<file path="config.mk">
export PLATFORM = sky130hd
export DESIGN_NAME = sram_rr_arbiter
export DESIGN_NICKNAME = d
export VERILOG_FILES = /design/src/rtl/sram_rr_arbiter.sv
export SDC_FILE = /design/constraint.sdc
export NUM_CORES = 1
export LEC_CHECK = 0
export CAP_MARGIN = 20
export CORE_AREA = 8 8 89 91
export DETAILED_ROUTE_END_ITERATION = 8
export DIE_AREA = 0 0 97 99
export HOLD_SLACK_MARGIN = 0.05
export PLACE_DENSITY = 0.79
export REMOVE_ABC_BUFFERS = 1
export SLEW_MARGIN = 20
export SYNTH_ARGS = -nofsm -noshare
export SYNTH_HDL_FRONTEND = slang
export SYNTH_SLANG_ARGS = --single-unit
</file>
<file path="constraint.sdc">
create_clock -name clk_i -period 1.45 [get_ports clk_i]
set_clock_uncertainty 0.05 [all_clocks]
set_input_delay 0.29 -clock clk_i [delete_from_list [all_inputs] [get_ports clk_i]]
set_output_delay 0.29 -clock clk_i [all_outputs]
set_load 0.005 [all_outputs]
</file>
<file path="src/rtl/sram_rr_arbiter.sv">
// sram_rr_arbiter: shares one single-port SRAM (1-cycle registered read,
// per-byte write enables) between NUM_PORTS valid/ready requesters using
// round-robin arbitration. Every accepted access gets a one-cycle response
// strobe on its port exactly one cycle after acceptance.
//
// Optional feature macro: SRAM_ARB_LOCK_EN
//   When defined, a port can hold the grant across accesses with req_lock_i.
//   When undefined, req_lock_i is ignored and no lock state exists.
module sram_rr_arbiter #(
  parameter int unsigned NUM_PORTS  = 2,
  parameter int unsigned DATA_WIDTH = 32,
  parameter int unsigned NUM_WORDS  = 1024,
  localparam int unsigned AW = (NUM_WORDS > 1) ? $clog2(NUM_WORDS) : 1,
  localparam int unsigned DW = DATA_WIDTH,
  localparam int unsigned BW = (DATA_WIDTH + 7) / 8
) (
  input  logic                    clk_i,
  input  logic                    rst_ni,
  input  logic [NUM_PORTS-1:0]    req_valid_i,
  output logic [NUM_PORTS-1:0]    req_ready_o,
  input  logic [NUM_PORTS-1:0]    req_we_i,
  input  logic [NUM_PORTS*AW-1:0] req_addr_i,
  input  logic [NUM_PORTS*DW-1:0] req_wdata_i,
  input  logic [NUM_PORTS*BW-1:0] req_be_i,
  input  logic [NUM_PORTS-1:0]    req_lock_i,
  output logic [NUM_PORTS-1:0]    rsp_valid_o,
  output logic [DW-1:0]           rsp_rdata_o,
  output logic                    sram_req_o,
  output logic                    sram_we_o,
  output logic [AW-1:0]           sram_addr_o,
  output logic [DW-1:0]           sram_wdata_o,
  output logic [BW-1:0]           sram_be_o,
  input  logic [DW-1:0]           sram_rdata_i
);

  localparam int unsigned PW = (NUM_PORTS > 1) ? $clog2(NUM_PORTS) : 1;

  logic [PW-1:0]        rr_ptr_q;
  logic [PW-1:0]        grant_idx;
  logic                 grant_vld;
  logic                 lock_hold;
  logic [NUM_PORTS-1:0] rsp_valid_q;
  logic                 rd_pending_q;

  // Port index (base + off) wrapped into 0..NUM_PORTS-1.
  function automatic logic [PW-1:0] wrap_add(input int unsigned base, input int unsigned off);
    int unsigned sum;
    sum = base + off;
    if (sum >= NUM_PORTS) sum = sum - NUM_PORTS;
    return sum[PW-1:0];
  endfunction

`ifdef SRAM_ARB_LOCK_EN
  logic          lock_active_q;
  logic [PW-1:0] lock_owner_q;

  // A lock only matters while its owner keeps valid high; a dropped valid releases it.
  assign lock_hold = lock_active_q && req_valid_i[lock_owner_q];

  // While the lock holds, the owner is the grantee, so the next lock state is simply
  // the lock bit of whichever access is accepted this cycle.
  always_ff @(posedge clk_i or negedge rst_ni) begin
    if (!rst_ni) begin
      lock_active_q <= 1'b0;
      lock_owner_q  <= '0;
    end else begin
      lock_active_q <= grant_vld && req_lock_i[grant_idx];
      if (grant_vld && req_lock_i[grant_idx]) lock_owner_q <= grant_idx;
    end
  end
`else
  logic unused_lock;
  assign unused_lock = ^req_lock_i;
  assign lock_hold   = 1'b0;
`endif

  // Round-robin search from rr_ptr upward; a held lock overrides the search.
  always_comb begin
    grant_vld = 1'b0;
    grant_idx = '0;
    if (lock_hold) begin
      grant_vld = 1'b1;
      grant_idx = lock_owner_sel();
    end else begin
      for (int unsigned i = 0; i < NUM_PORTS; i++) begin
        if (!grant_vld && req_valid_i[wrap_add(32'(rr_ptr_q), i)]) begin
          grant_vld = 1'b1;
          grant_idx = wrap_add(32'(rr_ptr_q), i);
        end
      end
    end
    if (!rst_ni) grant_vld = 1'b0;
  end

  function automatic logic [PW-1:0] lock_owner_sel();
`ifdef SRAM_ARB_LOCK_EN
    return lock_owner_q;
`else
    return '0;
`endif
  endfunction

  // Steer the granted port's fields onto the SRAM; idle drives everything to 0.
  always_comb begin
    req_ready_o  = '0;
    sram_req_o   = 1'b0;
    sram_we_o    = 1'b0;
    sram_addr_o  = '0;
    sram_wdata_o = '0;
    sram_be_o    = '0;
    if (grant_vld) begin
      req_ready_o[grant_idx] = 1'b1;
      sram_req_o             = 1'b1;
      sram_we_o              = req_we_i[grant_idx];
      sram_addr_o            = req_addr_i[32'(grant_idx)*AW +: AW];
      sram_wdata_o           = req_wdata_i[32'(grant_idx)*DW +: DW];
      sram_be_o              = req_be_i[32'(grant_idx)*BW +: BW];
    end
  end

  // Pointer advance past the grantee (frozen under lock) and one-cycle response strobe.
  always_ff @(posedge clk_i or negedge rst_ni) begin
    if (!rst_ni) begin
      rr_ptr_q     <= '0;
      rsp_valid_q  <= '0;
      rd_pending_q <= 1'b0;
    end else begin
      rsp_valid_q  <= '0;
      rd_pending_q <= 1'b0;
      if (grant_vld) begin
        rsp_valid_q[grant_idx] <= 1'b1;
        rd_pending_q           <= !req_we_i[grant_idx];
        if (!lock_hold) rr_ptr_q <= wrap_add(32'(grant_idx), 1);
      end
    end
  end

  // Read data comes straight from the SRAM's registered output in the response cycle.
  assign rsp_valid_o = rsp_valid_q;
  assign rsp_rdata_o = rd_pending_q ? sram_rdata_i : '0;

endmodule
</file>
# ---- Yosys cells after proc, flatten, opt, wreduce, memory -nomap -nowiden
# Index checks and enable logic that the tools add are counted.
dict set report word_totals {
  word_cells 47
  in_bits 132
  reg_bits 4
  output_inout_bits 84
}
dict set report op_classes {
  addsub 5
  reduce_logical 4
  order_cmp 7
  shift 3
  mul 1
  n_mux 24
}
# cell n
set op_table {}
lappend op_table {{$mux W32} 2}
lappend op_table {{$shiftx A64 B7 Y32} 1}
lappend op_table {{$shiftx A20 B6 Y10} 1}
lappend op_table {{$mux W1} 18}
lappend op_table {{$mux W10} 1}
lappend op_table {{$shiftx A8 B4 Y4} 1}
lappend op_table {{$lt A1 B2 Y1 const B} 3}
lappend op_table {{$add A1 B1 Y2 const B} 2}
lappend op_table {{$ge A2 B2 Y1 const B} 2}
lappend op_table {{$mul A1 B3 Y4 const B} 1}
lappend op_table {{$mux W4} 1}
lappend op_table {{$sub A1 B1 Y1 const B} 3}
lappend op_table {{$ge A1 B2 Y1 const B} 1}
lappend op_table {{$logic_and A1 B1 Y1} 2}
lappend op_table {{$logic_not A1 Y1} 2}
lappend op_table {{$mux W2} 1}
lappend op_table {{$demux W1 S1} 1}
lappend op_table {{$ge A1 B1 Y1 const B} 1}

# ---- Logic depth before layout (Yosys ltp)
dict set report logic_depth {
  ltp_word 13
  ltp_mapped 5
  depth_no_buf 2
}

# ---- Least setup slack after synthesis
# OpenSTA, ideal clock, no wires.
dict set report synth_path {
  path_kind {register to output}
  start {reg rr_ptr_q}
  end {out req_ready_o[0]}
  path_stages_with_launch 5
  path_buffers 2
  t_arrival_ns 1.014
  required_ns 1.110
  path_slack_ns 0.096
  cell_sequence {dfrtp_1 a21bo_2 buf_6 buf_6 nor2_1}
}
dict set report synth_via {
  elab_chain_len 13
  word_cells_on_any_way 24
  cone_classes {add/sub (3); order compare (4); mux (14); reduce/logical (3)}
}
# item line_no
set synth_lines {}
lappend synth_lines {{start, declared} 38} ;# logic [PW-1:0] rr_ptr_q;
lappend synth_lines {{start signal, assigned} 133} ;# if (!lock_hold) rr_ptr_q <= wrap_add(32'(grant_idx), 1);
lappend synth_lines {{$ge A1 B2 Y1 / $sub A1 B1 Y1 (equally long branches)} 49} ;# if (sum >= NUM_PORTS) sum = sum - NUM_PORTS;
lappend synth_lines {{$mux W1} 49}
lappend synth_lines {{$mux W1 (implied by the code) (2 in a row)} 86} ;# if (!grant_vld && req_valid_i[wrap_add(32'(rr_ptr_q), i)]) begin
lappend synth_lines {{$mux W1} 86}
lappend synth_lines {{$logic_not A1 Y1} 86}
lappend synth_lines {{$logic_and A1 B1 Y1} 86}
lappend synth_lines {{$mux W1} 86}
lappend synth_lines {{$lt A1 B2 Y1 (implied by the code) / $ge A1 B1 Y1 (equally long branches)} 112} ;# req_ready_o[grant_idx] = 1'b1;
lappend synth_lines {{$logic_and A1 B1 Y1 (implied by the code)} 112}
lappend synth_lines {{$mux W1 (implied by the code)} 112}
lappend synth_lines {{$demux W1 S1} 112}
lappend synth_lines {{$mux W2 (*)} 111} ;# if (grant_vld) begin
lappend synth_lines {{end, declared} 20} ;# output logic [NUM_PORTS-1:0] req_ready_o,
# Mark *: on every way between the ends. The rest lies on a longest branch, timed or not. The select of a mux whose other input is x is not followed.

# ---- Worst setup path after layout
dict set report layout_path {
  start {reg rr_ptr_q}
  end {out sram_wdata_o[4]}
}
dict set report layout_via {
  elab_chain_len 10
  word_cells_on_any_way 20
  cone_classes {add/sub (3); order compare (2); shift (1); mux (12); reduce/logical (2)}
}
# item line_no
set layout_lines {}
lappend layout_lines {{$ge A1 B2 Y1 / $sub A1 B1 Y1 (equally long branches)} 49}
lappend layout_lines {{$mux W1} 49}
lappend layout_lines {{$mux W1 (implied by the code) (2 in a row)} 86}
lappend layout_lines {{$mux W1} 86}
lappend layout_lines {{$logic_not A1 Y1} 86}
lappend layout_lines {{$logic_and A1 B1 Y1} 86}
lappend layout_lines {{$mux W1} 86}
lappend layout_lines {{$shiftx A64 B7 Y32 / $mux W1 (equally long branches)} {116, 92}}
lappend layout_lines {{$mux W32 (*)} 111}
lappend layout_lines {{end, declared} 31} ;# output logic [DW-1:0] sram_wdata_o,
# Marked as above.

==> impl_table.tex <==
\begin{tabular}{lr}
\hline
Metric & Value \\
\hline
\multicolumn{2}{l}{\textbf{Logic synthesis}} \\
\quad Yosys reg bits & 4 \\
\quad Fraction of the mapped netlist area in compound gates & 46.3\% \\
\quad Sequential-to-total area share from yosys stat & 5.80\% \\
\quad Library cells used by synthesis & 15 \\
\quad Area share of xor/xnor cells in the synthesized design & 0\% \\
\quad Main combinational cell family by area after synthesis & compound AO/OA/AOI/OAI gates \\
\quad Simple-gate area share of the yosys netlist & 34.2\% \\
\quad Post-Synth Adder-Cell Area & 0\% \\
\quad Number of cells produced by synthesis & 220 \\
\quad Post-synthesis average cell area & 7.85 um\^{}2 \\
\quad Post-Syn Area & 1730 um\^{}2 \\
\quad Number of warnings printed during yosys synthesis & 0 \\
\quad Multiplexer fraction of the synthesized cell area & 0\% \\
\multicolumn{2}{l}{\textbf{Layout}} \\
\quad Summed area of non-filler cells in the final layout & 4500 um\^{}2 \\
\quad Area growth, synth to finish & 161\% \\
\quad Ant diodes & 0 \\
\quad Core utilization of the finished layout & 68.5\% \\
\quad Final \#Nets & 575 \\
\quad Most common cell after layout, fill and taps aside & sky130\_fd\_sc\_hd\_\_clkdlybuf4s50\_1 \\
\quad Share of layout cells above drive strength 1 & 46.9\% \\
\quad Commonest cells after routing, fill and taps aside & sky130\_fd\_sc\_hd\_\_clkdlybuf4s50\_1, sky130\_fd\_sc\_hd\_\_nand2\_1, sky130\_fd\_sc\_hd\_\_buf\_2, sky130\_fd\_sc\_hd\_\_buf\_6, sky130\_fd\_sc\_hd\_\_o32ai\_2 \\
\quad Final Non-Filler Cells & 521 \\
\multicolumn{2}{l}{\textbf{Route}} \\
\quad Number of DRC markers after the initial detailed-route iteration & 101 \\
\quad Drt pass-1 iters & 4 \\
\quad Post-route ant nets & 0 \\
\quad Via Count & 2623 \\
\quad Final wirelength & 10.7 mm \\
\quad Wire per inst & 20.5 um \\
\quad Routed via count divided by cell count & 5.03 \\
\quad DRC errors left & 0 \\
\multicolumn{2}{l}{\textbf{Power and ir drop}} \\
\quad Pwr Density & 455 nW/um\^{}2 \\
\quad Leakage & 1.90 nW \\
\quad Overall power & 2.05 mW \\
\quad Worst voltage drop across the vdd grid & 342 uV \\
\multicolumn{2}{l}{\textbf{Worst setup path}} \\
\quad Arrival time worst endpoint & 1.43 ns \\
\quad Crit path launch type & flop \\
\quad CP Class & reg2out \\
\quad Type of element capturing the critical path & output port \\
\quad CP max FO & 7 \\
\quad Worst path required time & 1.11 ns \\
\multicolumn{2}{l}{\textbf{STA}} \\
\quad Count of endpoints failing hold in the final timing report & 0 \\
\quad Min cycle time layout & 1.77 ns \\
\quad Fin Hold WS & 0.119 ns \\
\quad Fin worst setup slack & -0.319 ns \\
\quad Endpoints failing setup & 79 \\
\quad Setup repair after global routing missed its margin & true \\
\quad Final critical-path share of the clock period & 122\% \\
\quad Actual transition at the worst max-transition pin & 0.274 ns \\
\quad Number of slew-limit violations in the final report & 0 \\
\quad Max Fclk & 565 MHz \\
\quad Fin Setup TNS & -14.16 ns \\
\quad Headroom to the max-slew limit & 81.7\% \\
\multicolumn{2}{l}{\textbf{Clock tree}} \\
\quad TritonCTS Buffers & 3 \\
\quad \# H-tree levels & 1 \\
\quad Root Buffer & sky130\_fd\_sc\_hd\_\_clkbuf\_8 \\
\quad TritonCTS Sinks & 4 \\
\quad Skew-Pair Late Insertion Delay & 0.22 ns \\
\quad CTS tree & done \\
\quad Clock-pin slew of the registers on the worst-case setup and hold paths & 0.03 ns \\
\quad Maximum count of clock buffers along a single path & 2 \\
\multicolumn{2}{l}{\textbf{Die}} \\
\quad Die Span X & 97 um \\
\quad Placeable core region & 6570 um\^{}2 \\
\quad Starting density of the core & 26.3\% \\
\quad Ports placed on the boundary & 216 \\
\quad Area of the die & 9600 um\^{}2 \\
\quad Die boundary height & 99 um \\
\quad FP Rows & 30 \\
\multicolumn{2}{l}{\textbf{Global routing}} \\
\quad Largest net degree at the start of global routing & 47 \\
\quad Vias in the first global route & 2843 \\
\quad Antenna violations before repair & 1 \\
\quad Total global-route track usage & 19.8\% \\
\quad Leftover overflow at the end of global routing & 0 \\
\quad Global-route wire length before repair & 15.6 mm \\
\multicolumn{2}{l}{\textbf{Placed design}} \\
\quad Place WS & -0.857 ns \\
\quad Last weighted congestion value of the routability-driven placer & 0.754 \\
\quad Port Buf Inserts & 213 \\
\quad Cell total after placement & 497 \\
\quad DP HPWL & 7.36 mm \\
\quad Cell Area, Placed & 3950 um\^{}2 \\
\multicolumn{2}{l}{\textbf{Outcome}} \\
\quad Failing checks & setup timing \\
\quad Result of the run & finished, violations left \\
\multicolumn{2}{l}{\textbf{Flow run}} \\
\quad MaxCap Viol Count & 0 \\
\multicolumn{2}{l}{\textbf{Worst hold path}} \\
\quad Class of the tightest hold or removal check & in2async \\
\hline
\end{tabular}
## where the power goes
group	total, mW	switching (mW)	leakage, nW	internal (mW)
Clock	0.236	0.0589	0.0216	0.177
Sequential	0.137	0.0119	0.0506	0.125
Combinational	1.67	0.651	1.83	1.02
Total	2.05	0.722	1.90	1.32
## cells in the mapped netlist
| cell | n | area (um^2) |
|---|---|---|
| sky130_fd_sc_hd__nor2_1 | 4 | 15.0 |
| sky130_fd_sc_hd__buf_6 | 7 | 78.8 |
| sky130_fd_sc_hd__inv_2 | 2 | 7.51 |
| sky130_fd_sc_hd__nor2b_1 | 1 | 6.26 |
| sky130_fd_sc_hd__nand2_1 | 95 | 357 |
| sky130_fd_sc_hd__buf_12 | 2 | 40.0 |
| sky130_fd_sc_hd__a21bo_2 | 1 | 10.0 |
| sky130_fd_sc_hd__and2_1 | 32 | 200 |
| sky130_fd_sc_hd__buf_2 | 13 | 65.1 |
| sky130_fd_sc_hd__o32ai_2 | 48 | 781 |
| sky130_fd_sc_hd__nand2b_1 | 2 | 12.5 |
| sky130_fd_sc_hd__dfrtp_1 | 4 | 100 |
| sky130_fd_sc_hd__a22o_1 | 1 | 8.76 |
| sky130_fd_sc_hd__clkbuf_1 | 4 | 15.0 |
| sky130_fd_sc_hd__buf_4 | 4 | 30.0 |
## critical path: stages, from the launching register on
cell	delay, ns
sky130_fd_sc_hd__dfrtp_2	0.43
sky130_fd_sc_hd__a21bo_4	0.31
sky130_fd_sc_hd__clkbuf_16	0.20
sky130_fd_sc_hd__o32ai_2	0.10
sky130_fd_sc_hd__buf_2	0.16
## path summary, 6_finish.rpt
path / from / to / slack, ns / cells after the start
hold / removal: rst_ni / rd_pending_q / 0.12 / 2
hold reg to reg: rr_ptr_q / rr_ptr_q / 0.52 / 1
min in group clk_i: rst_ni / rsp_valid_o[0] / 0.45 / 4
setup reg to reg: rr_ptr_q / rd_pending_q / 0.18 / 5
setup / recovery: rr_ptr_q / sram_wdata_o[4] / -0.32 / 4
max in group asynchronous: rst_ni / rr_ptr_q / 0.98 / 3
## area by class of cell
class / instances / area (um^2)
Clock buffer: 3 / 41.3
Multi-Input combinational cell: 184 / 1660
Sequential cell: 4 / 101
Fill cell: 521 / 2070
Tap cell: 80 / 100
Timing Repair Buffer: 248 / 2590
Inverter: 2 / 7.51
## logic make-up after synthesis
| group | after synthesis |
|---|---|
| simple gates | 134 |
| flops | 4 |
| compound gates | 50 |
| buf+inv | 32 |
## timing repair
action                                  4_1_cts  5_1_grt
hold buffers                                  0        0
gates resized for setup                     380       50
pin swaps                                    24        3
setup buffers                                10        0
cloned                                       11        2
endpoints found under the setup margin       82       81
## state kept, by name (all words and copies together), names as in the netlist
register and flops:
rsp_valid_o 2, rd_pending_q 1, rr_ptr_q 1
## routing by layer
layer,wire length [um],GRT usage (%),share of wire [%]
met5,13,0,0.12
met1,3690,18.9,35
met2,5780,37.6,54
met3,990,8.61,9.3
met4,196,5.21,1.8
Power figures use the tool's default switching activity.
